## config.mk

```make
export PLATFORM = sky130hd
export DESIGN_NAME = game_sequencer_flat
export DESIGN_NICKNAME = d
export VERILOG_FILES = /design/src/rtl/game_sequencer_if.sv /design/src/rtl/game_sequencer.sv /design/src/flat_wrapper.sv
export SDC_FILE = /design/constraint.sdc
export NUM_CORES = 1
export LEC_CHECK = 0
export CORE_MARGIN = 2
export CORE_UTILIZATION = 38
export DETAILED_ROUTE_END_ITERATION = 16
export PLACE_DENSITY_LB_ADDON = 0.3
export SLEW_MARGIN = 20
export SYNTH_ARGS = -nofsm -noshare
export SYNTH_HDL_FRONTEND = slang
export SYNTH_SLANG_ARGS = --single-unit
```

## constraint.sdc

```tcl
create_clock -name clock -period 2 [get_ports clock]
set_clock_uncertainty 0.15 [all_clocks]
set_input_delay 0.4 -clock clock [delete_from_list [all_inputs] [get_ports clock]]
set_output_delay 0.4 -clock clock [all_outputs]
set_load 0.01 [all_outputs]
```

## src/rtl/game_sequencer_if.sv

```systemverilog
// Bundle of control inputs and status outputs exchanged between the Breakout
// game sequencer and the rest of the game (frame timing, movers, blocks, score).
interface game_sequencer_if;
  logic       start;
  logic       frame_tick;
  logic       hit_block;
  logic       ball_lost;
  logic       ball_enable;
  logic       ball_park;
  logic       bar_enable;
  logic [1:0] lives;
  logic [4:0] blocks_left;
  logic [2:0] state;
  logic       game_over;
  logic       game_won;

  // Game environment side: drives events, observes sequencer status
  modport master (
    output start, frame_tick, hit_block, ball_lost,
    input  ball_enable, ball_park, bar_enable, lives, blocks_left,
           state, game_over, game_won
  );

  // Sequencer side
  modport slave (
    input  start, frame_tick, hit_block, ball_lost,
    output ball_enable, ball_park, bar_enable, lives, blocks_left,
           state, game_over, game_won
  );
endinterface

```

## src/rtl/game_sequencer.sv

```systemverilog
// Breakout match controller: walks each match through idle, serve, play,
// life-lost and end states, tracks lives and remaining blocks, and gates the
// ball/bar movers with registered enable and park controls.
module game_sequencer #(
  parameter int LIVES        = 3,
  parameter int N_BLOCKS     = 15,
  parameter int SERVE_FRAMES = 60,
  parameter int MISS_FRAMES  = 90
) (
  input  logic            clock,
  input  logic            reset,
  game_sequencer_if.slave bus
);

  localparam logic [2:0] IDLE  = 3'd0;
  localparam logic [2:0] SERVE = 3'd1;
  localparam logic [2:0] PLAY  = 3'd2;
  localparam logic [2:0] MISS  = 3'd3;
  localparam logic [2:0] OVER  = 3'd4;
  localparam logic [2:0] WIN   = 3'd5;

  localparam logic [1:0] LIVES_INIT  = 2'(LIVES);
  localparam logic [4:0] BLOCKS_INIT = 5'(N_BLOCKS);
  localparam logic [7:0] SERVE_LAST  = 8'(SERVE_FRAMES - 1);
  localparam logic [7:0] MISS_LAST   = 8'(MISS_FRAMES - 1);

  logic [2:0] state_q, state_d;
  logic [1:0] lives_q, lives_d;
  logic [4:0] blocks_q, blocks_d;
  logic [7:0] frame_q, frame_d;
  logic       start_q, start_d;
  logic       ball_enable_q, ball_enable_d;
  logic       ball_park_q, ball_park_d;
  logic       bar_enable_q, bar_enable_d;
  logic       game_over_q, game_over_d;
  logic       game_won_q, game_won_d;

  logic       start_rise;
  logic       wall_empty;

  assign start_rise = bus.start & ~start_q;

  // Next-state, counter and score updates for the match sequence
  always_comb begin
    // NOTE: every signal gets a default before the case so no path leaves it
    // unassigned; otherwise synthesis infers a latch to hold the old value.
    state_d    = state_q;
    lives_d    = lives_q;
    blocks_d   = blocks_q;
    frame_d    = frame_q;
    start_d    = bus.start;
    wall_empty = 1'b0;

    case (state_q)
      IDLE: begin
        if (start_rise) begin
          state_d  = SERVE;
          lives_d  = LIVES_INIT;
          blocks_d = BLOCKS_INIT;
        end
      end
      SERVE: begin
        if (!bus.start) begin
          state_d = IDLE;
        end else if (bus.frame_tick) begin
          if (frame_q == SERVE_LAST) state_d = PLAY;
          else if (frame_q != 8'hFF) frame_d = frame_q + 8'd1;
        end
      end
      PLAY: begin
        if (!bus.start) begin
          state_d = IDLE;
        end else begin
          // A block hit always counts, even when the ball is lost in the same cycle
          if (bus.hit_block && blocks_q != 5'd0) begin
            blocks_d   = blocks_q - 5'd1;
            wall_empty = (blocks_q == 5'd1);
          end
          if (wall_empty) begin
            state_d = WIN;
          end else if (bus.ball_lost) begin
            if (lives_q > 2'd1) begin
              lives_d = lives_q - 2'd1;
              state_d = MISS;
            end else begin
              lives_d = 2'd0;
              state_d = OVER;
            end
          end
        end
      end
      MISS: begin
        if (!bus.start) begin
          state_d = IDLE;
        end else if (bus.frame_tick) begin
          if (frame_q == MISS_LAST) state_d = SERVE;
          else if (frame_q != 8'hFF) frame_d = frame_q + 8'd1;
        end
      end
      OVER, WIN: begin
        if (!bus.start) state_d = IDLE;
      end
      default: state_d = IDLE;
    endcase

    // The frame counter restarts on every state entry
    if (state_d != state_q) frame_d = 8'd0;

    // Outputs decode from the next state so they register alongside it
    ball_enable_d = (state_d == PLAY);
    ball_park_d   = (state_d != PLAY);
    bar_enable_d  = (state_d == SERVE) || (state_d == PLAY);
    game_over_d   = (state_d == OVER);
    game_won_d    = (state_d == WIN);
  end

  // Synchronous state and output registers
  always_ff @(posedge clock) begin
    // NOTE: non-blocking assignments so every flop samples pre-edge values,
    // independent of statement order.
    if (reset) begin
      state_q       <= IDLE;
      lives_q       <= LIVES_INIT;
      blocks_q      <= BLOCKS_INIT;
      frame_q       <= 8'd0;
      start_q       <= 1'b1;
      ball_enable_q <= 1'b0;
      ball_park_q   <= 1'b1;
      bar_enable_q  <= 1'b0;
      game_over_q   <= 1'b0;
      game_won_q    <= 1'b0;
    end else begin
      state_q       <= state_d;
      lives_q       <= lives_d;
      blocks_q      <= blocks_d;
      frame_q       <= frame_d;
      start_q       <= start_d;
      ball_enable_q <= ball_enable_d;
      ball_park_q   <= ball_park_d;
      bar_enable_q  <= bar_enable_d;
      game_over_q   <= game_over_d;
      game_won_q    <= game_won_d;
    end
  end

  assign bus.state       = state_q;
  assign bus.lives       = lives_q;
  assign bus.blocks_left = blocks_q;
  assign bus.ball_enable = ball_enable_q;
  assign bus.ball_park   = ball_park_q;
  assign bus.bar_enable  = bar_enable_q;
  assign bus.game_over   = game_over_q;
  assign bus.game_won    = game_won_q;

endmodule

```

## src/flat_wrapper.sv

```systemverilog
// flat-port wrapper written by rule: the top's interface ports become plain ports
module game_sequencer_flat 
#(
  parameter int LIVES        = 3,
  parameter int N_BLOCKS     = 15,
  parameter int SERVE_FRAMES = 60,
  parameter int MISS_FRAMES  = 90
)
  (clock, reset, bus_start, bus_frame_tick, bus_hit_block, bus_ball_lost, bus_ball_enable, bus_ball_park, bus_bar_enable, bus_lives, bus_blocks_left, bus_state, bus_game_over, bus_game_won);
  game_sequencer_if bus_i ();
  input  logic clock;
  input  logic reset;
  input wire logic [$bits(bus_i.start)-1:0] bus_start;
  input wire logic [$bits(bus_i.frame_tick)-1:0] bus_frame_tick;
  input wire logic [$bits(bus_i.hit_block)-1:0] bus_hit_block;
  input wire logic [$bits(bus_i.ball_lost)-1:0] bus_ball_lost;
  output wire logic [$bits(bus_i.ball_enable)-1:0] bus_ball_enable;
  output wire logic [$bits(bus_i.ball_park)-1:0] bus_ball_park;
  output wire logic [$bits(bus_i.bar_enable)-1:0] bus_bar_enable;
  output wire logic [$bits(bus_i.lives)-1:0] bus_lives;
  output wire logic [$bits(bus_i.blocks_left)-1:0] bus_blocks_left;
  output wire logic [$bits(bus_i.state)-1:0] bus_state;
  output wire logic [$bits(bus_i.game_over)-1:0] bus_game_over;
  output wire logic [$bits(bus_i.game_won)-1:0] bus_game_won;
  assign bus_i.start = bus_start;
  assign bus_i.frame_tick = bus_frame_tick;
  assign bus_i.hit_block = bus_hit_block;
  assign bus_i.ball_lost = bus_ball_lost;
  assign bus_ball_enable = bus_i.ball_enable;
  assign bus_ball_park = bus_i.ball_park;
  assign bus_bar_enable = bus_i.bar_enable;
  assign bus_lives = bus_i.lives;
  assign bus_blocks_left = bus_i.blocks_left;
  assign bus_state = bus_i.state;
  assign bus_game_over = bus_i.game_over;
  assign bus_game_won = bus_i.game_won;
  game_sequencer #(.LIVES(LIVES), .N_BLOCKS(N_BLOCKS), .SERVE_FRAMES(SERVE_FRAMES), .MISS_FRAMES(MISS_FRAMES)) u_core (.clock(clock), .reset(reset), .bus(bus_i));
endmodule
```

==> results of run 1 <==
cell type report:
| class | count | area [um^2] | share of cell area (%) |
|---|---|---|---|
| Clock buffer | 4 | 36.3 | 1.90 |
| Inverter | 5 | 18.8 | 0.982 |
| Multi-Input combinational cell | 117 | 893 | 46.7 |
| Sequential cell | 24 | 492 | 25.7 |
| Tap cell | 46 | 57.6 | 3.01 |
| Timing Repair Buffer | 48 | 414 | 21.7 |
power by group:
part	total, mW	switching (mW)	internal, mW
clock	0.259	0.148	0.111
combinational	0.0933	0.0459	0.0474
sequential	0.485	0.00341	0.481
placed cells by master (no fill, tap or decap), types with 3 or more instances in the layout:
cell type,Yosys,routed
sky130_fd_sc_hd__nor2_1,16,16
sky130_fd_sc_hd__and3_1,3,3
sky130_fd_sc_hd__xnor2_1,3,3
sky130_fd_sc_hd__nand3_1,7,6
sky130_fd_sc_hd__dfxtp_1,24,17
sky130_fd_sc_hd__nand4_1,4,4
sky130_fd_sc_hd__nor3_1,3,3
sky130_fd_sc_hd__dfxtp_2,0,6
sky130_fd_sc_hd__nand2_1,13,13
sky130_fd_sc_hd__inv_2,0,3
sky130_fd_sc_hd__a211oi_2,2,3
sky130_fd_sc_hd__clkbuf_4,0,3
sky130_fd_sc_hd__a21oi_1,5,4
sky130_fd_sc_hd__clkdlybuf4s50_1,0,20
sky130_fd_sc_hd__xor2_1,8,8
sky130_fd_sc_hd__buf_4,0,27
sky130_fd_sc_hd__nand3b_1,3,3
cells by family (layout without fill, tap and decap cells):
logic type | count (synthesis) | in the layout | synth area share [%]
AO/OA/AOI/OAI | 28 | 28 | 16.1
XOR/XNOR | 11 | 11 | 7.33
buffers and inverters | 10 | 57 | 3.04
AND/OR/NAND/NOR | 73 | 73 | 32.3
adder cells (fa/ha/maj) | 5 | 5 | 4.76
flip-flops | 24 | 24 | 36.5
sequential cells by signal, indices dropped and copies added, names as in the netlist:
signal and flops:
u_core.bus.game_won 1, u_core.bus.state 3, u_core.bus.bar_enable 1, u_core.bus.blocks_left 5, u_core.start_q 1, u_core.bus.game_over 1
u_core.bus.ball_park 1, u_core.bus.lives 2, u_core.frame_q 8, u_core.bus.ball_enable 1
timing repair:
| item | CTS | global route |
|---|---|---|
| gates resized for setup | 12 | 22 |
| setup endpoints to repair | 11 | 15 |
| pin swaps | 7 | 14 |
| cloned | 0 | 0 |
| setup buffers | 2 | 0 |
worst reg2reg max path, cell delays in order (launching register included):
cell	delay, ns
sky130_fd_sc_hd__dfxtp_2	0.37
sky130_fd_sc_hd__inv_2	0.05
sky130_fd_sc_hd__ha_4	0.15
sky130_fd_sc_hd__and3b_1	0.19
sky130_fd_sc_hd__a31o_1	0.18
sky130_fd_sc_hd__a21o_1	0.15
sky130_fd_sc_hd__a2111o_1	0.50
sky130_fd_sc_hd__a211oi_2	0.18
final timing paths:
check	to	slack, ns	cells after the start
worst min register to register	u_core.bus.lives[0]	0.37	2
worst max register to register	u_core.frame_q[1]	0.02	7
worst max-delay path	u_core.frame_q[1]	0.02	7
worst min-delay path	u_core.bus.lives[0]	0.37	2
stage by stage:
step           setup TNS (ns)  hold WS [ns]
2_1_floorplan               0         0.350
3_3_place_gp            -1.71         0.331
3_5_place_dp            -2.78         0.353
4_1_cts               -0.0806         0.375
5_1_grt               -0.0949         0.425
6_report                    0         0.366
cell usage after synthesis, types with 4 or more instances:
cell type and instances:
sky130_fd_sc_hd__o21ai_0 4, sky130_fd_sc_hd__dfxtp_1 24, sky130_fd_sc_hd__nand3_1 7, sky130_fd_sc_hd__xor2_1 8
sky130_fd_sc_hd__ha_1 5, sky130_fd_sc_hd__a21oi_1 5, sky130_fd_sc_hd__nor2_1 16, sky130_fd_sc_hd__nand4_1 4
sky130_fd_sc_hd__nand2_1 13, sky130_fd_sc_hd__inv_1 5
layer usage:
layer / track usage (%) / routed length [um]
met4: 6.11 / 55
met1: 22.1 / 1500
met2: 30.1 / 1700
met5: 0 / 0
met3: 2.34 / 122
==> results.toml, run 1 <==
[critical_path]
worstReg2RegStart = "u_core.frame_q[1]"
critical_path_class = "register to register"
cp_slowest_cell = "sky130_fd_sc_hd__a2111o_1"
cp_num_buf_inv = 1
critical_path_arrival_ns = 2.07
worst_path_dominant_cell_family = "compound AO/OA/AOI/OAI gates"
worstPathMaxFanout = 8
critical_path.startpoint_type = "register"
path_cells = "inv_2, ha_4, and3b_1, a31o_1, a21o_1, a2111o_1, a211oi_2"
critPathMaxStageDelay_ns = 0.50
critPathLaunch = "u_core.frame_q[1]"
critical_path_end_type = "register"
critPathRequiredTime_ns = 2.09

[grt]
grt_start_max_net_pins = 14
antenna_found_initial = 0
globalRouteOverflowTotal = 0
grt_use_total_pct = 17.4
grt_pass1_vias = 1261
first_pass_grt_wire_length_mm = 5.60

[logic_synthesis]
post_synth_inst_count = 151
synth.yosys.seq_area_share_pct = 36.5
ys_ff_latch = 24
post_synth_top_area_share_pct = 36.5
synthesis.nets = 162
edff_count_synth = 0
synth_area_leaders = "sky130_fd_sc_hd__dfxtp_1, sky130_fd_sc_hd__xor2_1, sky130_fd_sc_hd__ha_1, sky130_fd_sc_hd__nor2_1, sky130_fd_sc_hd__nand2_1"
synth_area_mm2 = 0.00132
synthesis.area_per_instance_um2 = 8.71
ys.warnings.count = 0
synth_top_flop_cell = "sky130_fd_sc_hd__dfxtp_1"
synth.largest_area_cell = "sky130_fd_sc_hd__dfxtp_1"
post_synth_num_cell_types = 51
asyncSetResetFlopFracSynth_pct = 0

[placement]
dp_hpwl_mm = 2.50
dpl_worst_slack_ns = -0.214
place.port_buffers = 20
dp_cells = 240
placed_cell_area_mm2 = 0.00176
gp_routability_congestion = 0.881

[clock_tree]
path_clk_slew_ns = 0.13
cts_tree = "yes"
insertion_delay_ns = 0.31
cts-root-buf = "sky130_fd_sc_hd__clkbuf_4"
clock_tree.htree_level_count = 1
cts-hold-fix-buffers = 0
cts.sinks = 24
max-clock-path-buffers = 2
cts_made_buffers = 3

[sta]
timing.final.crit_period_ns = 1.98
worstMarginPinSlew_ns = 0.529
final_critical_path_setup_slack_ns = 0.0184
setup_viol = 0
grt_setup_unrepaired = "yes"
maxSlewViolCount = 0
worst_slew_margin_relative_to_its_limit_pct = 64.7
fin_crit_sh_pct = 99.1
max_freq_mhz = 505
final_hold_violation_count = 0

[power_and_ir_drop]
leakagePower_nw = 0.724
fin_total_pwr_mw = 0.837
vdd_ir_drop_max_mv = 0.204
power_density_mw_per_mm2 = 438

[floorplan]
die_w_um = 62.8
die_area_mm2 = 0.00395
rows = 21
floorplan.io_pins = 21
floorplan.initialDensity_pct = 39.4
fp.dieH_um = 62.8
floorplan.core_area_mm2 = 0.00334

[worst_hold_path]
min_path_type = "register to register"
min-delay-start = "u_core.bus.lives[0]"

[run]
drv.max_cap_violation_count = 0

[route]
wl_per_cell_um = 13.9
routed-via-count = 1307
detail_route.drc_violations = 0
finalWirelength_mm = 3.38
vias_per_cell = 5.36
drtAntennaViolNets = 0
first_pass_iters = 5
drt_first_iter_violations = 112

[layout]
fin_util_pct = 57.3
antenna-diode-count = 0
nNetsFinal = 210
finish.cell_count_without_fillers = 244
syn2layout_area_growth_pct = 45.4
fill_cell_instance_count_of_the_final_layout = 301
postLayoutCellArea_mm2 = 0.00191
layout-drive-gt1-share_pct = 32.3

[run_status]
status = "complete, no violations"
Power figures use the tool's default switching activity.
==> run 2: changes to the inputs <==
- ABC_CLOCK_PERIOD_IN_PS: default -> 2000
- PLACE_DENSITY_LB_ADDON: 0.3 -> default
==> results.toml, run 2 (synthesis results as in run 1) <==
[layout]
fill_cell_instance_count_of_the_final_layout = 307
final_cell_mix = "sky130_fd_sc_hd__buf_4, sky130_fd_sc_hd__clkdlybuf4s50_1, sky130_fd_sc_hd__nor2_1, sky130_fd_sc_hd__dfxtp_1, sky130_fd_sc_hd__nand2_1"
finish.cell_count_without_fillers = 252
fin_util_pct = 58.6
syn2layout_area_growth_pct = 48.7
largest-register = "u_core.frame_q"
register_area_um2 = 493
nNetsFinal = 218
multi_input_gate_area_um2 = 877
layout-drive-gt1-share_pct = 32.5
postLayoutCellArea_mm2 = 0.00196
most_common_cell_after_layout_fill_and_taps_aside = "sky130_fd_sc_hd__buf_4"
antenna-diode-count = 0
largest_register_ff_count = 8

[grt]
antenna_found_initial = 0
grt_use_met1_pct = 22.9
top_usage_layer = "met2"
gr-usage-met3_pct = 2.34
grt_use_total_pct = 17.7
first_pass_grt_wire_length_mm = 5.59
grt_pass1_vias = 1257
global_route.usage.met2_pct = 29.7
globalRouteOverflowTotal = 0
grt_start_max_net_pins = 14

[run_status]
status = "complete, but fails checks"
violations = "negative setup slack"

[power_and_ir_drop]
leakagePower_nw = 0.765
power_density_mw_per_mm2 = 429
vdd_ir_drop_max_mv = 0.190

[worst_hold_path]
min_path_type = "register to register"

[clock_tree]
cts-hold-fix-buffers = 0
path_clk_slew_ns = 0.14
cts.sinks = 24
clock_tree.htree_level_count = 1
cts_made_buffers = 3
max-clock-path-buffers = 2
cts-root-buf = "sky130_fd_sc_hd__clkbuf_4"
cts_tree = "yes"
insertion_delay_ns = 0.32

[sta]
max_freq_mhz = 494
final.setup.tns_ns = -0.0234
worst_slew_margin_relative_to_its_limit_pct = 78.0
worstMarginPinSlew_ns = 0.328
final_critical_path_setup_slack_ns = -0.0234
fin_crit_sh_pct = 101
grt_setup_unrepaired = "yes"
timing.final.crit_period_ns = 2.02
maxSlewViolCount = 0
final_hold_violation_count = 0
setup_viol = 1

[floorplan]
fp.dieH_um = 62.8
rows = 21
die_area_mm2 = 0.00395
die_w_um = 62.8
floorplan.io_pins = 21
floorplan.core_area_mm2 = 0.00334
floorplan.initialDensity_pct = 39.4

[route]
drtAntennaViolNets = 0
wl_per_cell_um = 13.0
finalWirelength_mm = 3.28
detail_route.drc_violations = 0
drt_first_iter_violations = 59
first_pass_iters = 4
vias_per_cell = 5.18
routed-via-count = 1305

[placement]
place.port_buffers = 20
placed_cell_area_mm2 = 0.00181
dpl_worst_slack_ns = -0.252
dp_cells = 247
dp_hpwl_mm = 2.53
gp_routability_congestion = 0.869

[critical_path]
critical_path_end_type = "register"
critical_path_arrival_ns = 2.12
worstPathMaxFanout = 8
critical_path.startpoint_type = "register"
critPathRequiredTime_ns = 2.10
critical_path_class = "register to register"

[run]
drv.max_cap_violation_count = 0
-- run 2: worst paths after layout --
kind | start | to | slack [ns] | cells after the start
setup / recovery | u_core.frame_q[1] | u_core.frame_q[1] | -0.02 | 7
hold / removal | u_core.bus.lives[0] | u_core.bus.lives[0] | 0.35 | 2
setup reg to reg | u_core.frame_q[1] | u_core.frame_q[1] | -0.02 | 7
hold reg to reg | u_core.bus.lives[0] | u_core.bus.lives[0] | 0.35 | 2
-- run 2: through the flow --
step / total power, mW / hold slack [ns]
6_report: 0.839 / 0.354
5_1_grt: 0.883 / 0.394
4_1_cts: 0.846 / 0.361
3_5_place_dp: 0.583 / 0.339
3_3_place_gp: 0.581 / 0.331
2_1_floorplan: 0.535 / 0.350
-- run 2: worst max-delay path, cell delays in order, from the launching register on --
cell and delay (ns):
sky130_fd_sc_hd__dfxtp_2 0.36, sky130_fd_sc_hd__inv_2 0.04, sky130_fd_sc_hd__ha_4 0.15, sky130_fd_sc_hd__and3b_1 0.19, sky130_fd_sc_hd__a31o_1 0.21, sky130_fd_sc_hd__a21o_1 0.15
sky130_fd_sc_hd__a2111o_1 0.49, sky130_fd_sc_hd__a211oi_2 0.22
-- run 2: repair_timing --
item,in CTS,in global routing
buffers inserted,0,1
pin swaps,2,14
gates resized for setup,4,25
endpoints found under the setup margin,11,15
-- run 2: power by group --
group          leakage, nW  internal, mW  switching [mW]  total [mW]
logic                0.548        0.0487          0.0438      0.0925
registers            0.196         0.482         0.00317       0.485
clock network       0.0210         0.111           0.150       0.262
total                0.765         0.642           0.197       0.839
-- run 2: area by class of cell --
type	instances	share of cell area [%]
multi-input cells	117	44.8
flip-flops and latches	24	25.2
repair buffers	56	24.1
well taps	46	2.94
clock buffers	4	1.86
inverters	5	1.09
-- run 2: metal layers --
| layer | wire [um] | vias to the layer above |
|---|---|---|
| li1 | - | 654 |
| met1 | 1540 | 616 |
| met2 | 1570 | 29 |
| met3 | 94 | 6 |
| met4 | 63 | 0 |
| met5 | 0 | - |
==> run 3: changes to the inputs <==
- ABC_CLOCK_PERIOD_IN_PS: 2000 -> 2150
- CORE_UTILIZATION: 38 -> 52
- PLACE_DENSITY: default -> 0.78
- clock period: 2 -> 2.15 ns (I/O delays scaled with it)
==> results.toml, run 3 (synthesis results as in run 1) <==
[run_status]
status = "complete, no violations"

[grt]
globalRouteOverflowTotal = 0
gr-usage-met3_pct = 4.10
global_route.usage.met2_pct = 38.8
grt_start_max_net_pins = 16
top_usage_layer = "met2"
antenna_found_initial = 0
grt_use_total_pct = 22.1
first_pass_grt_wire_length_mm = 4.73
grt_pass1_vias = 1104
grt_use_met1_pct = 26.3

[clock_tree]
cts-hold-fix-buffers = 0
cts_tree = "yes"
cts.sinks = 24
clock_tree.htree_level_count = 1
insertion_delay_ns = 0.31
cts_made_buffers = 3
max-clock-path-buffers = 2
cts-root-buf = "sky130_fd_sc_hd__clkbuf_4"
path_clk_slew_ns = 0.12

[layout]
most_common_cell_after_layout_fill_and_taps_aside = "sky130_fd_sc_hd__buf_4"
largest-register = "u_core.frame_q"
multi_input_gate_area_um2 = 825
layout-drive-gt1-share_pct = 20.5
antenna-diode-count = 0
finish.cell_count_without_fillers = 220
syn2layout_area_growth_pct = 33.0
largest_register_ff_count = 8
final_cell_mix = "sky130_fd_sc_hd__buf_4, sky130_fd_sc_hd__clkdlybuf4s50_1, sky130_fd_sc_hd__dfxtp_1, sky130_fd_sc_hd__nor2_1, sky130_fd_sc_hd__nand2_1"
fill_cell_instance_count_of_the_final_layout = 189
nNetsFinal = 203
register_area_um2 = 488

[critical_path]
critical_path.startpoint_type = "register"
critical_path_class = "register to register"
worstPathMaxFanout = 8
critical_path_arrival_ns = 2.15
critical_path_end_type = "register"
critPathRequiredTime_ns = 2.24
regToRegSetupSlack_ns = 0.08

[route]
finalWirelength_mm = 2.98
wl_per_cell_um = 13.5
drtAntennaViolNets = 0
detail_route.drc_violations = 0
routed-via-count = 1209
drt_first_iter_violations = 29
vias_per_cell = 5.50
first_pass_iters = 5

[worst_hold_path]
min_path_type = "register to register"

[power_and_ir_drop]
fin_total_pwr_mw = 0.718
leakagePower_nw = 0.682
vdd_ir_drop_max_mv = 0.388
power_density_mw_per_mm2 = 410

[floorplan]
fp.dieH_um = 54.3
die_w_um = 54.3
floorplan.io_pins = 21
floorplan.core_area_mm2 = 0.00243
floorplan.initialDensity_pct = 54.1
die_area_mm2 = 0.00295
rows = 18

[sta]
worstMarginPinSlew_ns = 0.502
setup_viol = 0
fin_crit_sh_pct = 96.2
final.setup.tns_ns = 0
final_hold_violation_count = 0
max_freq_mhz = 484
maxSlewViolCount = 0
worst_slew_margin_relative_to_its_limit_pct = 66.5
timing.final.crit_period_ns = 2.07

[placement]
place.port_buffers = 20
dp_hpwl_mm = 2.22
dp_cells = 215
gp_routability_congestion = 0.824

[run]
drv.max_cap_violation_count = 0
## run 3: cell count changes in the layout (fill, tap and decap cells not counted), moves of 2 or more
| cell | before | now |
|---|---|---|
| sky130_fd_sc_hd__dfxtp_1 | 16 | 20 |
| sky130_fd_sc_hd__dfxtp_2 | 7 | 3 |
| sky130_fd_sc_hd__buf_4 | 36 | 21 |
| sky130_fd_sc_hd__inv_1 | 2 | 4 |
| sky130_fd_sc_hd__ha_4 | 3 | 0 |
| sky130_fd_sc_hd__ha_1 | 1 | 3 |
## run 3: worst paths after layout
check | start | cells past startpoint | to
worst max register to register | u_core.frame_q[0] | 6 | u_core.frame_q[1]
worst min-delay path | u_core.bus.lives[0] | 2 | u_core.bus.lives[0]
worst min register to register | u_core.bus.lives[0] | 2 | u_core.bus.lives[0]
worst max-delay path | u_core.frame_q[0] | 6 | u_core.frame_q[1]
## run 3: area by class of cell
| cell class | count | share of cell area [%] |
|---|---|---|
| Clock buffer | 3 | 1.29 |
| Inverter | 5 | 1.07 |
| Multi-Input combinational cell | 117 | 47.1 |
| Sequential cell | 24 | 27.9 |
| Tap cell | 30 | 2.15 |
| Timing Repair Buffer | 41 | 20.5 |
## run 3: metrics by stage
stage / utilization [%] / hold slack (ns) / instance area (um^2) / worst slack [ns]
final: 71.9 / 0.367 / 1750 / 0.0824
after global routing: 71.9 / 0.386 / 1750 / -0.00651
after CTS: 69.8 / 0.372 / 1700 / 0.0183
after detailed placement: 68.8 / 0.353 / 1670 / -0.142
after global placement: 68.8 / 0.335 / 1670 / -0.0630
after floorplan: - / 0.350 / 1320 / 0.119
## run 3: timing repair
item	CTS	global route
setup buffers	0	2
resized for setup	0	13
setup endpoints to repair	0	11
## run 3: where the power goes
part / internal, mW / switching, mW / total [mW]
clock: 0.0655 / 0.125 / 0.190
combinational: 0.0395 / 0.0373 / 0.0768
sequential: 0.448 / 0.00323 / 0.451
total: 0.553 / 0.165 / 0.718
## run 3: layer usage
layer  wire length [um]  vias to the layer above
li1                   -                      621
met1               1400                      560
met2               1450                       23
met3                 86                        5
met4                 42                        0
met5                  0                        -
## run 3: worst max-delay path, cell delays in order, from the launching register on
cell	delay [ns]
sky130_fd_sc_hd__dfxtp_4	0.38
sky130_fd_sc_hd__ha_2	0.18
sky130_fd_sc_hd__and3b_2	0.23
sky130_fd_sc_hd__a31o_1	0.19
sky130_fd_sc_hd__a21o_1	0.17
sky130_fd_sc_hd__a2111o_1	0.49
sky130_fd_sc_hd__a211oi_2	0.22
